===== src/rtl/arm_fetch_queue.sv =====
// arm_fetch_queue: single-outstanding instruction fetcher feeding a FIFO prefetch queue
// Ports:
//   clk, rst                     clock, asynchronous active-high reset
//   imem_req/imem_addr           word fetch request, held stable until imem_ack
//   imem_ack/imem_rdata          request completion and fetched word
//   redirect_valid/redirect_addr flush queue and restart fetch at a new word address
//   halt                         stop issuing fetches; halted reports the sticky stop
//   inst_valid/inst_data/inst_pc queue head; popped when inst_ready is high
//   fifo_count                   number of valid queue entries
module arm_fetch_queue #(
   parameter int                DEPTH    = 4,
   parameter int                ADDR_W   = 30,
   parameter logic [ADDR_W-1:0] RESET_PC = '0
) (
   input  logic                       clk,
   input  logic                       rst,
   output logic                       imem_req,
   output logic [ADDR_W-1:0]          imem_addr,
   input  logic                       imem_ack,
   input  logic [31:0]                imem_rdata,
   input  logic                       redirect_valid,
   input  logic [ADDR_W-1:0]          redirect_addr,
   input  logic                       halt,
   output logic                       inst_valid,
   output logic [31:0]                inst_data,
   output logic [ADDR_W-1:0]          inst_pc,
   input  logic                       inst_ready,
   output logic [$clog2(DEPTH):0]     fifo_count,
   output logic                       halted
);
   localparam int AW = $clog2(DEPTH);
   localparam int CW = AW + 1;
   typedef enum logic [1:0] {IDLE, WAIT, WAIT_DISCARD, HALTED} state_t;
   state_t            state_q, state_d;
   logic [ADDR_W-1:0] pc_q, pc_d, tgt_q, tgt_d;
   logic              halt_q;
   logic [CW-1:0]     count_q, count_d;
   logic [AW-1:0]     rd_q, rd_d, wr_q, wr_d;
   logic [31:0]       data_mem [DEPTH];
   logic [ADDR_W-1:0] pc_mem [DEPTH];
   logic              redir, halting, push, pop;
   // Once halted the fetcher is frozen, so redirects no longer flush or retarget.
   assign redir   = redirect_valid && state_q != HALTED;
   assign halting = halt || halt_q;
   assign push    = imem_ack && state_q == WAIT && !redir;
   assign pop     = inst_valid && inst_ready && !redir;
   always_comb begin
      state_d = state_q;
      pc_d    = pc_q;
      tgt_d   = tgt_q;
      case (state_q)
         IDLE: begin
            pc_d    = redir ? redirect_addr : pc_q;
            state_d = halting ? HALTED : (redir || count_q < CW'(DEPTH)) ? WAIT : IDLE;
         end
         WAIT: begin
            pc_d    = imem_ack ? (redir ? redirect_addr : pc_q + 1'b1) : pc_q;
            tgt_d   = redir ? redirect_addr : tgt_q;
            state_d = imem_ack ? (halting ? HALTED : IDLE) : redir ? WAIT_DISCARD : WAIT;
         end
         WAIT_DISCARD: begin
            // imem_addr must hold for the dropped request, so the target waits in tgt_q.
            tgt_d   = redir ? redirect_addr : tgt_q;
            pc_d    = imem_ack ? tgt_d : pc_q;
            state_d = imem_ack ? (halting ? HALTED : IDLE) : WAIT_DISCARD;
         end
         default: state_d = HALTED;
      endcase
   end
   assign count_d = redir ? '0 : count_q + CW'(push) - CW'(pop);
   assign rd_d    = redir ? '0 : rd_q + AW'(pop);
   assign wr_d    = redir ? '0 : wr_q + AW'(push);
   always_ff @(posedge clk or posedge rst) begin
      if (rst) begin
         state_q <= IDLE;
         pc_q    <= RESET_PC;
         tgt_q   <= RESET_PC;
         halt_q  <= 1'b0;
         count_q <= '0;
         rd_q    <= '0;
         wr_q    <= '0;
      end else begin
         state_q <= state_d;
         pc_q    <= pc_d;
         tgt_q   <= tgt_d;
         halt_q  <= halting;
         count_q <= count_d;
         rd_q    <= rd_d;
         wr_q    <= wr_d;
      end
   end
   always_ff @(posedge clk) begin
      if (push) begin
         data_mem[wr_q] <= imem_rdata;
         pc_mem[wr_q]   <= pc_q;
      end
   end
   assign imem_req   = state_q == WAIT || state_q == WAIT_DISCARD;
   assign imem_addr  = pc_q;
   assign inst_valid = count_q != '0;
   assign inst_data  = data_mem[rd_q];
   assign inst_pc    = pc_mem[rd_q];
   assign fifo_count = count_q;
   assign halted     = state_q == HALTED;
endmodule


===== config.mk =====
export PLATFORM = sky130hd
export DESIGN_NAME = arm_fetch_queue
export DESIGN_NICKNAME = d
export VERILOG_FILES = /design/src/rtl/arm_fetch_queue.sv
export SDC_FILE = /design/constraint.sdc
export NUM_CORES = 1
export LEC_CHECK = 0
export BUFFER_PORTS_ARGS = -buffer_cell sky130_fd_sc_hd__buf_4
export CAP_MARGIN = 10
export CORE_MARGIN = 4
export CORE_UTILIZATION = 65
export CTS_BUF_LIST = sky130_fd_sc_hd__clkbuf_8
export CTS_CLUSTER_DIAMETER = 200
export DETAILED_ROUTE_END_ITERATION = 16
export PLACE_DENSITY = 0.95
export SLEW_MARGIN = 30
export SYNTH_ARGS = -nofsm -noshare
export SYNTH_HDL_FRONTEND = slang
export SYNTH_SLANG_ARGS = --single-unit

===== constraint.sdc =====
create_clock -name clk -period 14 [get_ports clk]
set_input_delay 1.4 -clock clk [delete_from_list [all_inputs] [get_ports clk]]
set_output_delay 1.4 -clock clk [all_outputs]
set_load 0.1 [all_outputs]

==> metrics.cfg, run 1 <==
[synthesis]
synth-seq-cells = 318
synth_most_common_cell = edfxtp_1
netlist_area_um2 = 13300
synth_commonest_cells = edfxtp_1, dfrtp_1, mux4_2
synth_warnings = 0
async_flop_share = 0.220
syn-num-nets = 893
synth.lib_cells_used.distinct = 61
synth_top_cell_by_area = edfxtp_1
synthCells = 816
syn_avg_cell_area_um2 = 16.3
synth_top_area_share = 0.558
ys.flop_type = edfxtp_1
synth_top_cells_by_area = edfxtp_1, dfrtp_1, mux4_2, mux2_2, o21ai_0
yosysSeqAreaShare = 0.690
synth_edf_count = 248

[global_routing]
grt_max_degree = 71
grt_pass1_wl_um = 47900
grt_pass1_vias = 8508
grt_usage = 0.276
antenna_found_initial = 0
overflow = 0

[timing]
slew_headroom = 0.361
worst_clock_skew_ns = 0.0273
fmax_mhz = 244
tightest_slew_ns = 0.958
finalHoldViolations = 0
period_needed_ns = 4.09
layout_worst_path_cycle_share = 0.292
rsz0062_at_grt = false
fin_setup_tns_ns = 0
slew_violations = 0
setup_viol = 0

[clock_tree]
path_clk_slew_ns = 0.06
clockRootBuffer = clkbuf_8
htree_levels = 2
ctsHoldBuffers = 0
cts_tree = built
cts_sinks = 318
cts_resized = 0
clk-insertion-delay-late_ns = 0.56
post_cts_buffers = 0
cts_buffer_depth = 3
numCtsBuffers = 49

[critical_path]
r2r_end = imem_addr[26]$_DFFE_PP0P_
cp-start-kind = flip-flop
cp-end-kind = primary output
cp_max_fo = 50
reg2reg_depth = 6
r2r-start = state_q[0]$_DFF_PP0_
r2r_slack_ns = 10.85
cp-startpoint = rd_q[0]$_DFF_PP0_
crit_path_end = inst_pc[19]
critPathRequiredTime_ns = 12.60
critPathKind = reg -> out
arrival_ns = 2.69

[layout]
area_growth_pct = 18.5
finalNetCount = 1073
diodes = 0
drive_gt1_frac = 0.340

[place]
place_congestion = 0.864
place.port_buffers = 165
hpwl_um = 19300

[detailed_routing]
drtIter0Drc = 1012
via_per_inst = 6.45
vias = 8427
wl_um = 32000
drt_pass1_iterations = 5
ant_nets = 0
drc = 0
post_drt_wl_per_cell_um = 24.5

[floorplanning]
io_pins = 166
core_um2 = 20200
die_w_um = 151
initial_core_util = 0.659
die_h_um = 151
dieArea_um2 = 22900
row_count = 52

[worst_hold_path]
hold_path.class = reg -> reg
whs_path_depth = 1

[outcome]
status = finished clean

[flow_run]
maxCapViolations = 0

[per-stage QoR]
stage	util	instance area [um^2]	setup slack, ns	instances	hold slack (ns)
final	0.781	15800	9.91	1306	0.489
after global routing	0.781	15800	9.73	1306	0.521
after CTS	0.779	15800	9.87	1305	0.492
after detailed placement	0.734	14800	10.26	1214	0.477
after global placement	0.733	14800	10.22	1214	0.464
after floorplan	-	13300	5.18	816	0.445
[cell type report]
class | count | area, um^2
well taps | 270 | 338
repair buffers | 178 | 1360
multi-input cells | 435 | 3930
clock buffers | 53 | 729
clock inverters | 38 | 184
inverters | 14 | 52.6
flip-flops and latches | 318 | 9200
fillers | 1112 | 4440
[how the worst min path moves through the flow]
| stage | slack (ns) | to | startpoint |
|---|---|---|---|
| 2_1_floorplan | 0.45 | halt_q$_DFF_PP0_ | halt_q$_DFF_PP0_ |
| 5_1_grt | 0.52 | halt_q$_DFF_PP0_ | halt_q$_DFF_PP0_ |
| 6_report | 0.49 | halt_q$_DFF_PP0_ | halt_q$_DFF_PP0_ |
| 3_3_place_gp | 0.46 | halt_q$_DFF_PP0_ | halt_q$_DFF_PP0_ |
| 3_5_place_dp | 0.48 | halt_q$_DFF_PP0_ | halt_q$_DFF_PP0_ |
| 4_1_cts | 0.49 | halt_q$_DFF_PP0_ | halt_q$_DFF_PP0_ |
[state kept, by name, summed over array words and instances (netlist names)]
signal / cells
imem_addr: 30
fifo_count: 3
halt_q: 1
data_mem: 128
rd_q: 2
state_q: 2
tgt_q: 30
wr_q: 2
pc_mem: 120
[cells by family (layout without fill, tap and decap cells)]
logic type,Yosys count,count (layout),share of synthesized area
AO/OA/AOI/OAI,152,152,0.0809
XOR/XNOR,14,14,0.00920
flip-flops,318,318,0.690
AND/OR/NAND/NOR,168,168,0.0623
multiplexers,92,92,0.130
buffers and inverters,63,283,0.0188
adder cells (fa/ha/maj),9,9,0.00901
[critical path: stages, from the launching register on]
cell,delay (ns)
dfrtp_4,0.60
buf_6,0.59
mux4_2,0.65
buf_4,0.26
[routing by layer]
layer  GRT usage  wire [um]  share of wire  vias to the layer above
met3      0.0521       2760          0.086                       74
met1       0.376      11700           0.37                     4212
met4       0.103        957          0.030                        0
met5           0          0              0                        -
met2       0.451      16600           0.52                      485
li1            -          -              -                     3656
[cell usage in the layout, fill, tap and decap left out, drive strengths merged, types with 5 or more instances in the layout]
master | synthesis | routed
edfxtp | 248 | 248
buf | 12 | 178
dfrtp | 70 | 70
mux4 | 62 | 62
clkbuf | 37 | 53
nand2 | 42 | 42
o21ai | 41 | 41
nor2 | 41 | 41
inv | 14 | 33
mux2 | 30 | 30
nand3 | 19 | 19
a21oi | 17 | 17
clkinv | 0 | 17
a22o | 16 | 16
and3 | 9 | 9
nand4 | 8 | 8
or3 | 8 | 8
ha | 8 | 8
nor4 | 8 | 8
a221oi | 7 | 7
xor2 | 7 | 7
xnor2 | 7 | 7
a31oi | 7 | 7
nor3 | 7 | 7
and2 | 7 | 7
or4 | 5 | 5
o211ai | 5 | 5
o31ai | 5 | 5
Power of run 1 is not shown: default switching activity piles up to over one toggle a cycle in this logic, so the estimate is an artifact.
==> inputs of run 2 (changes only) <==
--- a/config.mk
+++ b/config.mk
@@ -8,11 +8,11 @@
 export BUFFER_PORTS_ARGS = -buffer_cell sky130_fd_sc_hd__buf_4
 export CAP_MARGIN = 10
 export CORE_MARGIN = 4
-export CORE_UTILIZATION = 65
+export CORE_UTILIZATION = 54
 export CTS_BUF_LIST = sky130_fd_sc_hd__clkbuf_8
 export CTS_CLUSTER_DIAMETER = 200
 export DETAILED_ROUTE_END_ITERATION = 16
-export PLACE_DENSITY = 0.95
+export PLACE_DENSITY = 0.87
 export SLEW_MARGIN = 30
 export SYNTH_ARGS = -nofsm -noshare
 export SYNTH_HDL_FRONTEND = slang
==> constraint.sdc (replaced) <==
create_clock -name clk -period 3.6 [get_ports clk]
set_input_delay 0.36 -clock clk [delete_from_list [all_inputs] [get_ports clk]]
set_output_delay 0.36 -clock clk [all_outputs]
set_load 0.1 [all_outputs]
==> run 2 against run 1 <==
Against the previous run:
- wire length down 5.3%
- cell area grew 2.5%
- non-clock buffer count grew 33
- global-route usage fell by 5.3 points
- count of clock-buffer cells in the layout decreased by 4
- first-iteration DRC count shrank 9.1%
- highest routed layer unchanged
- sequential share of layout area down 1.4 points
- worst setup slack worse by 9.2 ns
- critical path type unchanged
- die area grew 19%
==> metrics.cfg, run 2 (synthesis results as in run 1) <==
[clock_tree]
clk-insertion-delay-late_ns = 0.56
clockRootBuffer = clkbuf_8
cts_resized = 0
cts_sinks = 318
numCtsBuffers = 47
ctsHoldBuffers = 25
htree_levels = 2
cts_buffer_depth = 3
post_cts_buffers = 0
path_clk_slew_ns = 0.06
cts_tree = built

[layout]
final_cell_mix = edfxtp_1, buf_4, dfrtp_1
finalNetCount = 1104
largest-register = data_mem
largest_reg_flops = 128
drive_gt1_frac = 0.335
top_regs = data_mem (128), pc_mem (120)
finalInstanceArea_um2 = 16200
layout_commonest_cell = edfxtp_1
area_growth_pct = 21.4

[critical_path]
critPathKind = reg -> out
reg2reg_depth = 7
r2r-start = state_q[1]$_DFF_PP0_
cp-startpoint = rd_q[0]$_DFF_PP0_
crit_path_end = inst_pc[0]
r2r_slack_ns = 0.88
r2r_end = pc_mem[2][1]$_DFFE_PP_
crit_slowest_cell = dfrtp_4
cp_cell_sequence = buf_4, mux4_2, buf_4
arrival_ns = 2.53
crit_top_cell = buf_4
critPathRequiredTime_ns = 3.24
cp_max_fo = 27
cp-start-kind = flip-flop
cp-end-kind = primary output
cpPeakStageDelay_ns = 0.81

[floorplanning]
die_w_um = 165
die_h_um = 165
core_um2 = 24300
dieArea_um2 = 27300
initial_core_util = 0.548
row_count = 57
io_pins = 166

[timing]
rsz0062_at_grt = false
worst_clock_skew_ns = 0.0297
setup_viol = 0
period_needed_ns = 2.89
fmax_mhz = 346
slew_headroom = 0.377
tightest_slew_ns = 0.935
layout_worst_path_cycle_share = 0.803
slew_violations = 0
finalHoldViolations = 0

[global_routing]
antenna_found_initial = 0
grt_pass1_wl_um = 47100
overflow = 0
grt_pass1_vias = 8676
grt_max_degree = 64
grt_usage = 0.223

[detailed_routing]
post_drt_wl_per_cell_um = 21.9
drtIter0Drc = 920
ant_nets = 0
via_per_inst = 6.11
drc = 0
vias = 8456
wl_um = 30300
drt_pass1_iterations = 7

[place]
hpwl_um = 19000
place.port_buffers = 165
place_congestion = 0.860
dpl_cell_area_um2 = 15100

[worst_hold_path]
hold_path.class = in -> reg

[flow_run]
maxCapViolations = 0

[outcome]
status = finished clean

## run 2: worst min path at each step
stage / to / cells past startpoint / from
3_5_place_dp: halt_q$_DFF_PP0_ / 1 / halt_q$_DFF_PP0_
2_1_floorplan: halt_q$_DFF_PP0_ / 1 / halt_q$_DFF_PP0_
3_3_place_gp: halt_q$_DFF_PP0_ / 1 / halt_q$_DFF_PP0_
5_1_grt: data_mem[3][13]$_DFFE_PP_ / 1 / imem_rdata[13]
4_1_cts: data_mem[3][24]$_DFFE_PP_ / 1 / imem_rdata[24]
6_report: data_mem[0][13]$_DFFE_PP_ / 1 / imem_rdata[13]
## run 2: final cells by class
cell class	count	area (um^2)
clock inverter	33	171
sequential	318	9210
tap	324	405
antenna	1	2.50
fill	1591	8130
clock buffer	49	674
multi-input combinational	435	3940
timing repair buffer	211	1740
inverter	14	52.6
## run 2: stage by stage
step	setup slack, ns	std cells	hold WS, ns	util	setup TNS (ns)
floorplan	-0.214	816	0.445	-	-13.29
global placement	1.01	1276	0.468	0.620	0
CTS	0.617	1383	0.00000933	0.665	0
finish	0.708	1385	0.0324	0.666	0
detailed placement	0.894	1276	0.476	0.620	0
global route	0.535	1384	0.00786	0.665	0
## run 2: worst max-delay path: cells and delay by family (launching register included)
| kind | cells | cell delay, ns |
|---|---|---|
| buf+inv | 2 | 0.61 |
| flops | 1 | 0.81 |
| mux | 1 | 0.56 |
## run 2: metal layers
| metal | routed length [um] | global-route usage | vias up |
|---|---|---|---|
| met4 | 812 | 0.0764 | 0 |
| li1 | - | - | 3710 |
| met1 | 12000 | 0.306 | 4179 |
| met2 | 14600 | 0.359 | 493 |
| met3 | 2880 | 0.0482 | 74 |
| met5 | 0 | 0 | - |
Power of run 2 is left out for the same reason.
